===== src/rtl/pc_pkg.sv =====
// Shared types and constants for the 6502 program-counter sequencer.
package pc_pkg;

   typedef enum logic [2:0] {
      CmdNop    = 3'd0,
      CmdInc    = 3'd1,
      CmdJmp    = 3'd2,
      CmdBranch = 3'd3,
      CmdLoad   = 3'd4
   } pc_cmd_t;

   typedef enum logic [1:0] {
      StIdle  = 2'd0,
      StJmpHi = 2'd1,
      StBrFix = 2'd2
   } pc_state_t;

   typedef enum logic {
      AddInc    = 1'b0,
      AddSigned = 1'b1
   } add_mode_t;

   localparam logic [15:0] PC_RESET_DEFAULT = 16'hFFFC;

endpackage


===== src/rtl/pc_low_adder.sv =====
// PCL adder: either +1 or a signed 8-bit branch offset, with page-cross analysis.
module pc_low_adder
   import pc_pkg::*;
(
   input  logic [7:0] i_pcl,
   input  logic [7:0] i_operand,
   input  add_mode_t  i_mode,
   output logic [7:0] o_pcl,
   output logic       o_carry,
   output logic       o_page_cross,
   output logic       o_dir_neg
);

   logic [8:0] w_sum9;
   logic [7:0] w_addend;

   always_comb begin
      w_addend  = (i_mode == AddInc) ? 8'h01 : i_operand;
      w_sum9    = {1'b0, i_pcl} + {1'b0, w_addend};
      o_pcl     = w_sum9[7:0];
      o_carry   = w_sum9[8];
      o_dir_neg = (i_mode == AddSigned) && i_operand[7];
      // A negative offset borrows from PCH exactly when the 8-bit add does not carry.
      o_page_cross = o_dir_neg ? ~w_sum9[8] : w_sum9[8];
   end

endmodule


===== src/rtl/pc_sequencer.sv =====
// Program-counter sequencer: owns PCL/PCH and runs INC, JMP, BRANCH and LOAD updates.
module pc_sequencer
   import pc_pkg::*;
#(
   parameter logic [15:0] RESET_PC = PC_RESET_DEFAULT
) (
   input  logic        clk,
   input  logic        rst_N,
   input  logic [2:0]  cmd_IN,
   input  logic        cmdValid_IN,
   output logic        cmdReady_OUT,
   input  logic [7:0]  data_IN,
   input  logic        dataValid_IN,
   input  logic [15:0] load_IN,
   output logic [7:0]  pcLow_OUT,
   output logic [7:0]  pcHigh_OUT,
   output logic        busy_OUT,
   output logic        done_OUT,
   output logic        pageCross_OUT
);

   pc_state_t r_state;
   pc_state_t w_state_next;

   logic [7:0] r_pcl;
   logic [7:0] r_pch;
   logic [7:0] r_tmp_low;
   logic       r_dir_neg;
   logic       r_done;
   logic       r_page_cross;

   logic [7:0] w_pcl_d;
   logic [7:0] w_pch_d;
   logic [7:0] w_tmp_low_d;
   logic       w_dir_neg_d;
   logic       w_done_d;
   logic       w_page_cross_d;

   pc_cmd_t    w_cmd;
   logic       w_accept;
   add_mode_t  w_add_mode;
   logic [7:0] w_add_pcl;
   logic       w_add_carry;
   logic       w_add_page_cross;
   logic       w_add_dir_neg;

   assign w_cmd      = pc_cmd_t'(cmd_IN);
   assign w_accept   = cmdValid_IN && (r_state == StIdle);
   assign w_add_mode = (w_cmd == CmdInc) ? AddInc : AddSigned;

   pc_low_adder u_low_adder (
      .i_pcl        (r_pcl),
      .i_operand    (data_IN),
      .i_mode       (w_add_mode),
      .o_pcl        (w_add_pcl),
      .o_carry      (w_add_carry),
      .o_page_cross (w_add_page_cross),
      .o_dir_neg    (w_add_dir_neg)
   );

   // State register
   always_ff @(posedge clk or negedge rst_N) begin
      if (!rst_N) begin
         r_state <= StIdle;
      end else begin
         r_state <= w_state_next;
      end
   end

   // Next-state logic
   always_comb begin
      w_state_next = r_state;
      unique case (r_state)
         StIdle: begin
            if (w_accept) begin
               case (w_cmd)
                  CmdJmp:    w_state_next = StJmpHi;
                  CmdBranch: w_state_next = w_add_page_cross ? StBrFix : StIdle;
                  default:   w_state_next = StIdle;
               endcase
            end
         end
         StJmpHi: begin
            if (dataValid_IN) begin
               w_state_next = StIdle;
            end
         end
         StBrFix: w_state_next = StIdle;
         default: w_state_next = StIdle;
      endcase
   end

   // Datapath next-state; done/pageCross are registered so they line up with the new PC.
   always_comb begin
      w_pcl_d        = r_pcl;
      w_pch_d        = r_pch;
      w_tmp_low_d    = r_tmp_low;
      w_dir_neg_d    = r_dir_neg;
      w_done_d       = 1'b0;
      w_page_cross_d = 1'b0;
      unique case (r_state)
         StIdle: begin
            if (w_accept) begin
               case (w_cmd)
                  CmdInc: begin
                     w_pcl_d  = w_add_pcl;
                     w_pch_d  = r_pch + {7'd0, w_add_carry};
                     w_done_d = 1'b1;
                  end
                  CmdLoad: begin
                     w_pcl_d  = load_IN[7:0];
                     w_pch_d  = load_IN[15:8];
                     w_done_d = 1'b1;
                  end
                  CmdJmp: begin
                     w_tmp_low_d = data_IN;
                  end
                  CmdBranch: begin
                     w_pcl_d     = w_add_pcl;
                     w_dir_neg_d = w_add_dir_neg;
                     if (w_add_page_cross) begin
                        w_page_cross_d = 1'b1;
                     end else begin
                        w_done_d = 1'b1;
                     end
                  end
                  default: ;
               endcase
            end
         end
         StJmpHi: begin
            if (dataValid_IN) begin
               w_pcl_d  = r_tmp_low;
               w_pch_d  = data_IN;
               w_done_d = 1'b1;
            end
         end
         StBrFix: begin
            w_pch_d  = r_dir_neg ? (r_pch - 8'd1) : (r_pch + 8'd1);
            w_done_d = 1'b1;
         end
         default: ;
      endcase
   end

   always_ff @(posedge clk or negedge rst_N) begin
      if (!rst_N) begin
         r_pcl        <= RESET_PC[7:0];
         r_pch        <= RESET_PC[15:8];
         r_tmp_low    <= 8'h00;
         r_dir_neg    <= 1'b0;
         r_done       <= 1'b0;
         r_page_cross <= 1'b0;
      end else begin
         r_pcl        <= w_pcl_d;
         r_pch        <= w_pch_d;
         r_tmp_low    <= w_tmp_low_d;
         r_dir_neg    <= w_dir_neg_d;
         r_done       <= w_done_d;
         r_page_cross <= w_page_cross_d;
      end
   end

   // Output logic
   always_comb begin
      cmdReady_OUT  = (r_state == StIdle);
      busy_OUT      = (r_state != StIdle);
      pcLow_OUT     = r_pcl;
      pcHigh_OUT    = r_pch;
      done_OUT      = r_done;
      pageCross_OUT = r_page_cross;
   end

endmodule

===== config.mk =====
export PLATFORM = sky130hd
export DESIGN_NAME = pc_sequencer
export DESIGN_NICKNAME = d
export VERILOG_FILES = /design/src/rtl/pc_pkg.sv /design/src/rtl/pc_low_adder.sv /design/src/rtl/pc_sequencer.sv
export SDC_FILE = /design/constraint.sdc
export NUM_CORES = 1
export LEC_CHECK = 0
export BUFFER_PORTS_ARGS = -buffer_cell sky130_fd_sc_hd__buf_2
export CORE_MARGIN = 4
export CORE_UTILIZATION = 56
export CTS_CLUSTER_SIZE = 14
export DETAILED_ROUTE_END_ITERATION = 12
export GPL_TIMING_DRIVEN = 0
export HOLD_SLACK_MARGIN = 0.06
export PLACE_DENSITY = 0.83
export SYNTH_ARGS = -nofsm -noshare
export SYNTH_HDL_FRONTEND = slang
export SYNTH_SLANG_ARGS = --single-unit

===== constraint.sdc =====
create_clock -name clk -period 3.3 [get_ports clk]
set_input_delay 0.495 -clock clk [delete_from_list [all_inputs] [get_ports clk]]
set_output_delay 0.495 -clock clk [all_outputs]
set_load 0.005 [all_outputs]

==> results of run 1 <==
[sequential cells by signal (all words and copies together) (netlist names)]
register	count
r_tmp_low	8
r_state	2
r_dir_neg	1
pcLow_OUT	8
pcHigh_OUT	8
done_OUT	1
pageCross_OUT	1
[stage by stage]
step	std cells	util, %	setup WS (ps)	cell area [sq um]
after global placement	390	65.2	-394	2840
final	402	69.2	146	3010
after CTS	400	68.0	11.6	2960
after detailed placement	390	65.2	-475	2840
after global routing	402	69.2	2.57	3010
after floorplan	288	-	8.00	2520
[what timing repair did]
action	in CTS	in global routing
setup endpoints to repair	6	6
resized for setup	2	9
pin swaps	2	7
hold buffers	0	0
cloned	0	0
setup buffers	2	2
hold endpoints to repair	0	0
[report_power, final]
| group | total, mW | internal, mW | switching, mW |
|---|---|---|---|
| combinational | 1.27 | 0.611 | 0.660 |
| clock | 0.333 | 0.188 | 0.144 |
| sequential | 0.711 | 0.547 | 0.164 |
[layout make-up]
cell class / instances / area, sq um / share of cell area, %
sequential: 29 / 743 / 24.7
timing repair buffer: 54 / 280 / 9.30
clock buffer: 7 / 96.3 / 3.20
inverter: 10 / 37.5 / 1.25
buffer: 16 / 80.1 / 2.66
multi-input combinational: 233 / 1710 / 56.6
tap: 52 / 65.1 / 2.16
clock inverter: 1 / 5.00 / 0.166
[per-layer routing]
metal	track usage [%]	share of wire, %
met5	0	0
met4	9.68	1.6
met3	4.01	5.8
met2	42.1	50
met1	32.8	43
[cells by family after synthesis]
group | share of synthesized area (%)
xor+xnor | 5.59
compound gates | 23.2
flops | 29.7
simple gates | 20.7
mux | 4.89
buf+inv | 4.39
fa+ha+maj | 11.6
[worst max-delay path by stage]
stage,end
floorplan,pcHigh_OUT[2]$_DFFE_PN1P_
global placement,pcHigh_OUT[2]$_DFFE_PN1P_
detailed placement,pcHigh_OUT[2]$_DFFE_PN1P_
CTS,pcHigh_OUT[6]$_DFFE_PN1P_
global route,pcHigh_OUT[6]$_DFFE_PN1P_
finish,pcHigh_OUT[1]$_DFFE_PN1P_
[cell usage in the layout, fill, tap and decap left out, drive strengths merged, types with 3 or more instances in the layout]
| cell | n |
|---|---|
| dfstp | 14 |
| nand3 | 10 |
| inv | 10 |
| buf | 61 |
| nor2 | 12 |
| xnor2 | 10 |
| o31ai | 4 |
| nor3 | 7 |
| and3 | 4 |
| a21o | 4 |
| o21ai | 16 |
| mux2 | 10 |
| a221oi | 5 |
| a21oi | 22 |
| a211oi | 6 |
| xor2 | 6 |
| clkbuf | 16 |
| o22ai | 3 |
| nand2 | 33 |
| nor2b | 12 |
| ha | 20 |
| dfrtp | 15 |
| nor3b | 3 |
==> impl_results.md, run 1 <==
* Status: completed
* Worst skew pair latency at 290 ps
* Reg-to-reg startpoint: pcLow_OUT[0]$_DFFE_PN0P_
* Reg2reg end: pcHigh_OUT[1]$_DFFE_PN1P_
* Number of DRC markers in iteration 0 at 163
* Sum of negative setup slack at 0 ps
* DR pass1 iterations at 4
* Period utilization at roughly 96%
* Final hold vios at 0
* Antenna diodes at 0
* Placer Congestion at between 0.9 and 1
* Overall power at 2.31 mW
* Yosys warnings at 0
* Initial core utilization at 57.6%
* # port buffers at 50
* CP arrival at ~3300 ps
* Synth top area share at 15.0%
* Die height at roughly 75 um
* Mapped Cells at roughly 290
* Vias in the first global route at roughly 2,300
* Layout Skew at 5.75 ps
* Critical path class: in -> reg
* DRC viols at 0
* CTS root buffer: clkbuf_8
* Final net count at 402
* Buf/Inv on CP at 2
* Post-synth top cells: 33 x nand2_1, 22 x a21oi_1, 20 x ha_1, 15 x dfrtp_1
* Crit start category: primary input
* Worst-Margin Slew at about 770 ps
* Syn Nets at 341
* Via density at 6.05
* #FFs+latches synth at 29
* Crit path launch: cmd_IN[2]
* Pwr dens at between 700 and 800 nW/um^2
* Worst R2R Path Depth at 10
* DRT antenna net count at 0
* Row cnt at 24
* First-pass GRT wire length at 10,800 um
* Fmax at around 320 MHz
* Critical path's slowest cell: fa_2
* Syn avg cell area at 8.70 sq um
* Most used cell, CP: ha_4
* Clock sink count at 29
* Top cells by area, synth: dfrtp_1 15%, dfstp_2 15%, ha_1 10%, nand2_1 4.9%, mux2_2 4.5%
* Die area at 5610 sq um
* IO Count at 51
* Crit-path leading delay family: adder cells
* CTS clock-pin slew for the worst setup and hold paths at 70 ps
* Total CTS buffers at 5
* CORE AREA at 4350 sq um
* Crit path depth at 15
* Synth async-reset ratio at 100%
* Filler cell count at roughly 340
* R2R Setup Slk at 650 ps
* Setup violators final at 0
* Largest net degree at the start of global routing at 30
* Sequential area share after synthesis at 29.7%
* Routed WL at 6770 um
* Most common cell in the netlist: nand2_1
* Leak at between 1 and 1.5 nW
* Max incr delay on CP at 350 ps
* Total track usage at 25.2%
* Initial antenna violation count at 0
* Post-synth EDFFs at 0
* Maximum vdd drop at 0.437 mV
* Prevailing post-synth register cell: dfrtp_1
* Clock tree from TritonCTS: yes
* Critical path data required time at 3480 ps
* Routed WL per cell at roughly 17 um
* Layout cells sized above 1 at a little under a third
* Unrepaired setup endpoints after global routing: false
* H-tree depth at 2
* Tmin final at 3150 ps
* Critical Path Fanout Max at 8
* GR Overflow Total at 0
* Critical Path, Cell by Cell: buf_2 > nand2b_1 > buf_6 > nor2_2 > or2_2 > ha_2 > fa_2 > a21o_1 > a221oi_2 > o21ai_2 > ha_4 > ha_4 > nand2_1 > and3_1 > o31ai_1
* # Max-Cap Violations at 0
* Die width at around 75 um
* Synth Cell Area at 2510 sq um
* Clock buffer depth at 2
* Cell taking the most area after synthesis: dfrtp_1
* Slew Viols, Final at 0
* Hpwl dp at 4860 um
* Routed vias at 2,431
* Hold slack at 242 ps
* Crit path capture type: register
* Hold Path Class: in -> async
* Distinct cells, synth at 60
* Area growth from synthesis to layout at 20.2%
* Relative slew slack at 48.5%
No activity file was read; power rests on OpenSTA's default activity.
==> run 2: changes to the inputs <==
--- a/config.mk
+++ b/config.mk
@@ -12,7 +12,7 @@
 export DETAILED_ROUTE_END_ITERATION = 12
 export GPL_TIMING_DRIVEN = 0
 export HOLD_SLACK_MARGIN = 0.06
-export PLACE_DENSITY = 0.83
+export PLACE_DENSITY = 0.87
 export SYNTH_ARGS = -nofsm -noshare
 export SYNTH_HDL_FRONTEND = slang
 export SYNTH_SLANG_ARGS = --single-unit
==> impl_results.md, run 2 (synthesis gave the netlist of run 1 again) <==
* Relative slew slack at 42.8% (-5.6 points)
* Worst skew pair latency at 290 ps (about the same)
* DRT antenna net count at 0 (unchanged)
* Switching share of power at 40.9% (-0.97 points)
* Tmin final at 3190 ps (+39.8 ps)
* Slew Viols, Final at 0 (unchanged)
* Status: completed
* Clock tree from TritonCTS: yes
* Die height at 74.9 um (unchanged)
* Area growth from synthesis to layout at 21.9%
* Reg-to-reg startpoint: pcLow_OUT[0]$_DFFE_PN0P_
* Antenna diodes at 0 (unchanged)
* Max incr delay on CP at 400 ps (+50 ps)
* # Max-Cap Violations at 0 (unchanged)
* GR Overflow Total at 0 (unchanged)
* Routed vias at 2,445 (+0.58%)
* CORE AREA at 4350 sq um (unchanged)
* Period utilization at 96.8% (+1.2 points)
* Total CTS buffers at 5 (unchanged)
* First-pass GRT wire length at 11,100 um (+2.4%)
* Crit path launch: cmd_IN[2]
* Final net count at 403 (+0.25%)
* Worst-Margin Slew at 855 ps (+84.2 ps)
* Total track usage at 25.6% (+0.39 points)
* Pwr dens at 789 nW/um^2 (+2.7%)
* Via density at 6.07 (+0.33%)
* Sum of negative setup slack at 0 ps (unchanged)
* Clock sink count at 29 (unchanged)
* Die area at 5610 sq um (unchanged)
* CP arrival at 3390 ps (+50 ps)
* Commonest non-fill, non-tap cell in the layout: buf_2
* Routed WL per cell at 17.2 um (+2.0%)
* # port buffers at 50 (unchanged)
* CTS root buffer: clkbuf_8
* Combinational power share at 53.9% (-1.0 points)
* Buf/Inv on CP at 3 (+1)
* Register Area at 743 sq um (unchanged)
* Number of DRC markers in iteration 0 at 202 (+24%)
* Leak at 1.37 nW (+1.4%)
* Clock share of power at 16.6% (+2.2 points)
* IO Count at 51 (unchanged)
* Maximum vdd drop at 0.494 mV (+13%)
* DR pass1 iterations at 4 (unchanged)
* Critical Path Fanout Max at 8 (unchanged)
* Final Instance Area at 3050 sq um (+1.4%)
* Pint at 1.42 mW (+5.8%)
* Vias in the first global route at 2,374 (+5.3%)
* Critical path class: in -> reg
* Clock buffer depth at 2 (unchanged)
* Largest net degree at the start of global routing at 30 (unchanged)
* Die width at 74.9 um (unchanged)
* Most frequent cells in the layout: 54 x buf_2, 32 x nand2_1, 22 x a21oi_1
* Sequential cell fraction of total power at 29.6% (-1.1 points)
* Layout cells sized above 1 at 31.6% (+0.48 points)
* Initial antenna violation count at 0 (unchanged)
* H-tree depth at 2 (unchanged)
* Placer Congestion at 0.920 (+0.65%)
* Crit path capture type: register
* Row cnt at 24 (unchanged)
* Setup violators final at 0 (unchanged)
* P_sw at 0.984 mW (+1.6%)
* Critical Path, Cell by Cell: buf_2 > nand2b_4 > buf_8 > nor2_2 > or2_4 > ha_4 > fa_2 > a21o_1 > a221oi_2 > o21ai_2 > ha_2 > ha_4 > inv_1 > nor2_1 > xnor2_1 > nand2_1 > a221oi_2
* Critical path data required time at 3500 ps (+20 ps)
* Hpwl dp at 4800 um (-1.2%)
* Fmax at 313 MHz (-1.2%)
* Hold Path Class: in -> async
* Layout Skew at 3.28 ps (-2.48 ps)
* Final hold vios at 0 (unchanged)
* Crit-path leading delay family: adder cells
* Multi-input gate area at 1720 sq um (+0.88%)
* DRC viols at 0 (unchanged)
* Critical path's slowest cell: fa_2
* Filler cell count at 337 (-2.0%)
* Initial core utilization at 57.6% (unchanged)
* Area post-placement at 2840 sq um (unchanged)
* Crit start category: primary input
* Routed WL at 6920 um (+2.3%)
* CTS clock-pin slew for the worst setup and hold paths at 70 ps (about the same)
==> run 2: area by class of cell <==
type                       instances  share of cell area, %
buffer                            16                   2.74
inverter                          10                   1.23
clock inverter                     1                  0.983
sequential                        29                   24.3
multi-input combinational        233                   56.3
timing repair buffer              55                   9.42
tap                               52                   2.13
clock buffer                       7                   2.83
==> run 2: through the flow <==
step | std cells | worst slack, ps | total power [mW] | utilization (%) | hold WS (ps)
2_1_floorplan | 288 | 8.00 | 1.56 | - | 199
3_3_place_gp | 390 | -388 | 1.84 | 65.2 | 475
3_5_place_dp | 390 | -439 | 1.89 | 65.2 | 485
4_1_cts | 401 | 13.5 | 2.32 | 68.6 | 266
5_1_grt | 403 | -11.7 | 2.60 | 70.1 | 289
6_report | 403 | 106 | 2.41 | 70.1 | 246
==> run 2: power groups by stage <==
stage / Combinational (mW) / Clock, mW / Sequential (mW)
after CTS: 1.22 / 0.396 / 0.701
after global placement: 1.14 / 0 / 0.699
after detailed placement: 1.18 / 0 / 0.707
after floorplan: 0.878 / 0 / 0.680
after global routing: 1.45 / 0.413 / 0.738
final: 1.30 / 0.399 / 0.712
==> run 2: repair_timing <==
| item | 4_1_cts | 5_1_grt |
|---|---|---|
| pin swaps | 2 | 8 |
| hold buffers | 0 | 0 |
| buffers inserted | 3 | 2 |
| gates resized for setup | 2 | 12 |
| endpoints found under the setup margin | 6 | 6 |
==> run 2: path summary, 6_finish.rpt <==
| kind | slack [ps] | cells past startpoint | end |
|---|---|---|---|
| max in group asynchronous | 2620 | 1 | r_tmp_low[2]$_DFFE_PN0P_ |
| worst max-delay path | 110 | 17 | pcHigh_OUT[6]$_DFFE_PN1P_ |
| worst min register to register | 500 | 2 | pcLow_OUT[2]$_DFFE_PN1P_ |
| worst max register to register | 590 | 12 | pcHigh_OUT[6]$_DFFE_PN1P_ |
| worst min-delay path | 250 | 1 | r_state[0]$_DFFE_PN0P_ |
| min in group clk | 430 | 3 | pcLow_OUT[6]$_DFFE_PN1P_ |
==> run 2: routing by layer <==
metal / wire [um] / GRT usage [%] / share of wire [%]
met5: 0 / 0 / 0
met4: 140 / 9.68 / 2.0
met3: 413 / 2.94 / 6.0
met2: 3400 / 42.2 / 49
met1: 2970 / 34.6 / 43
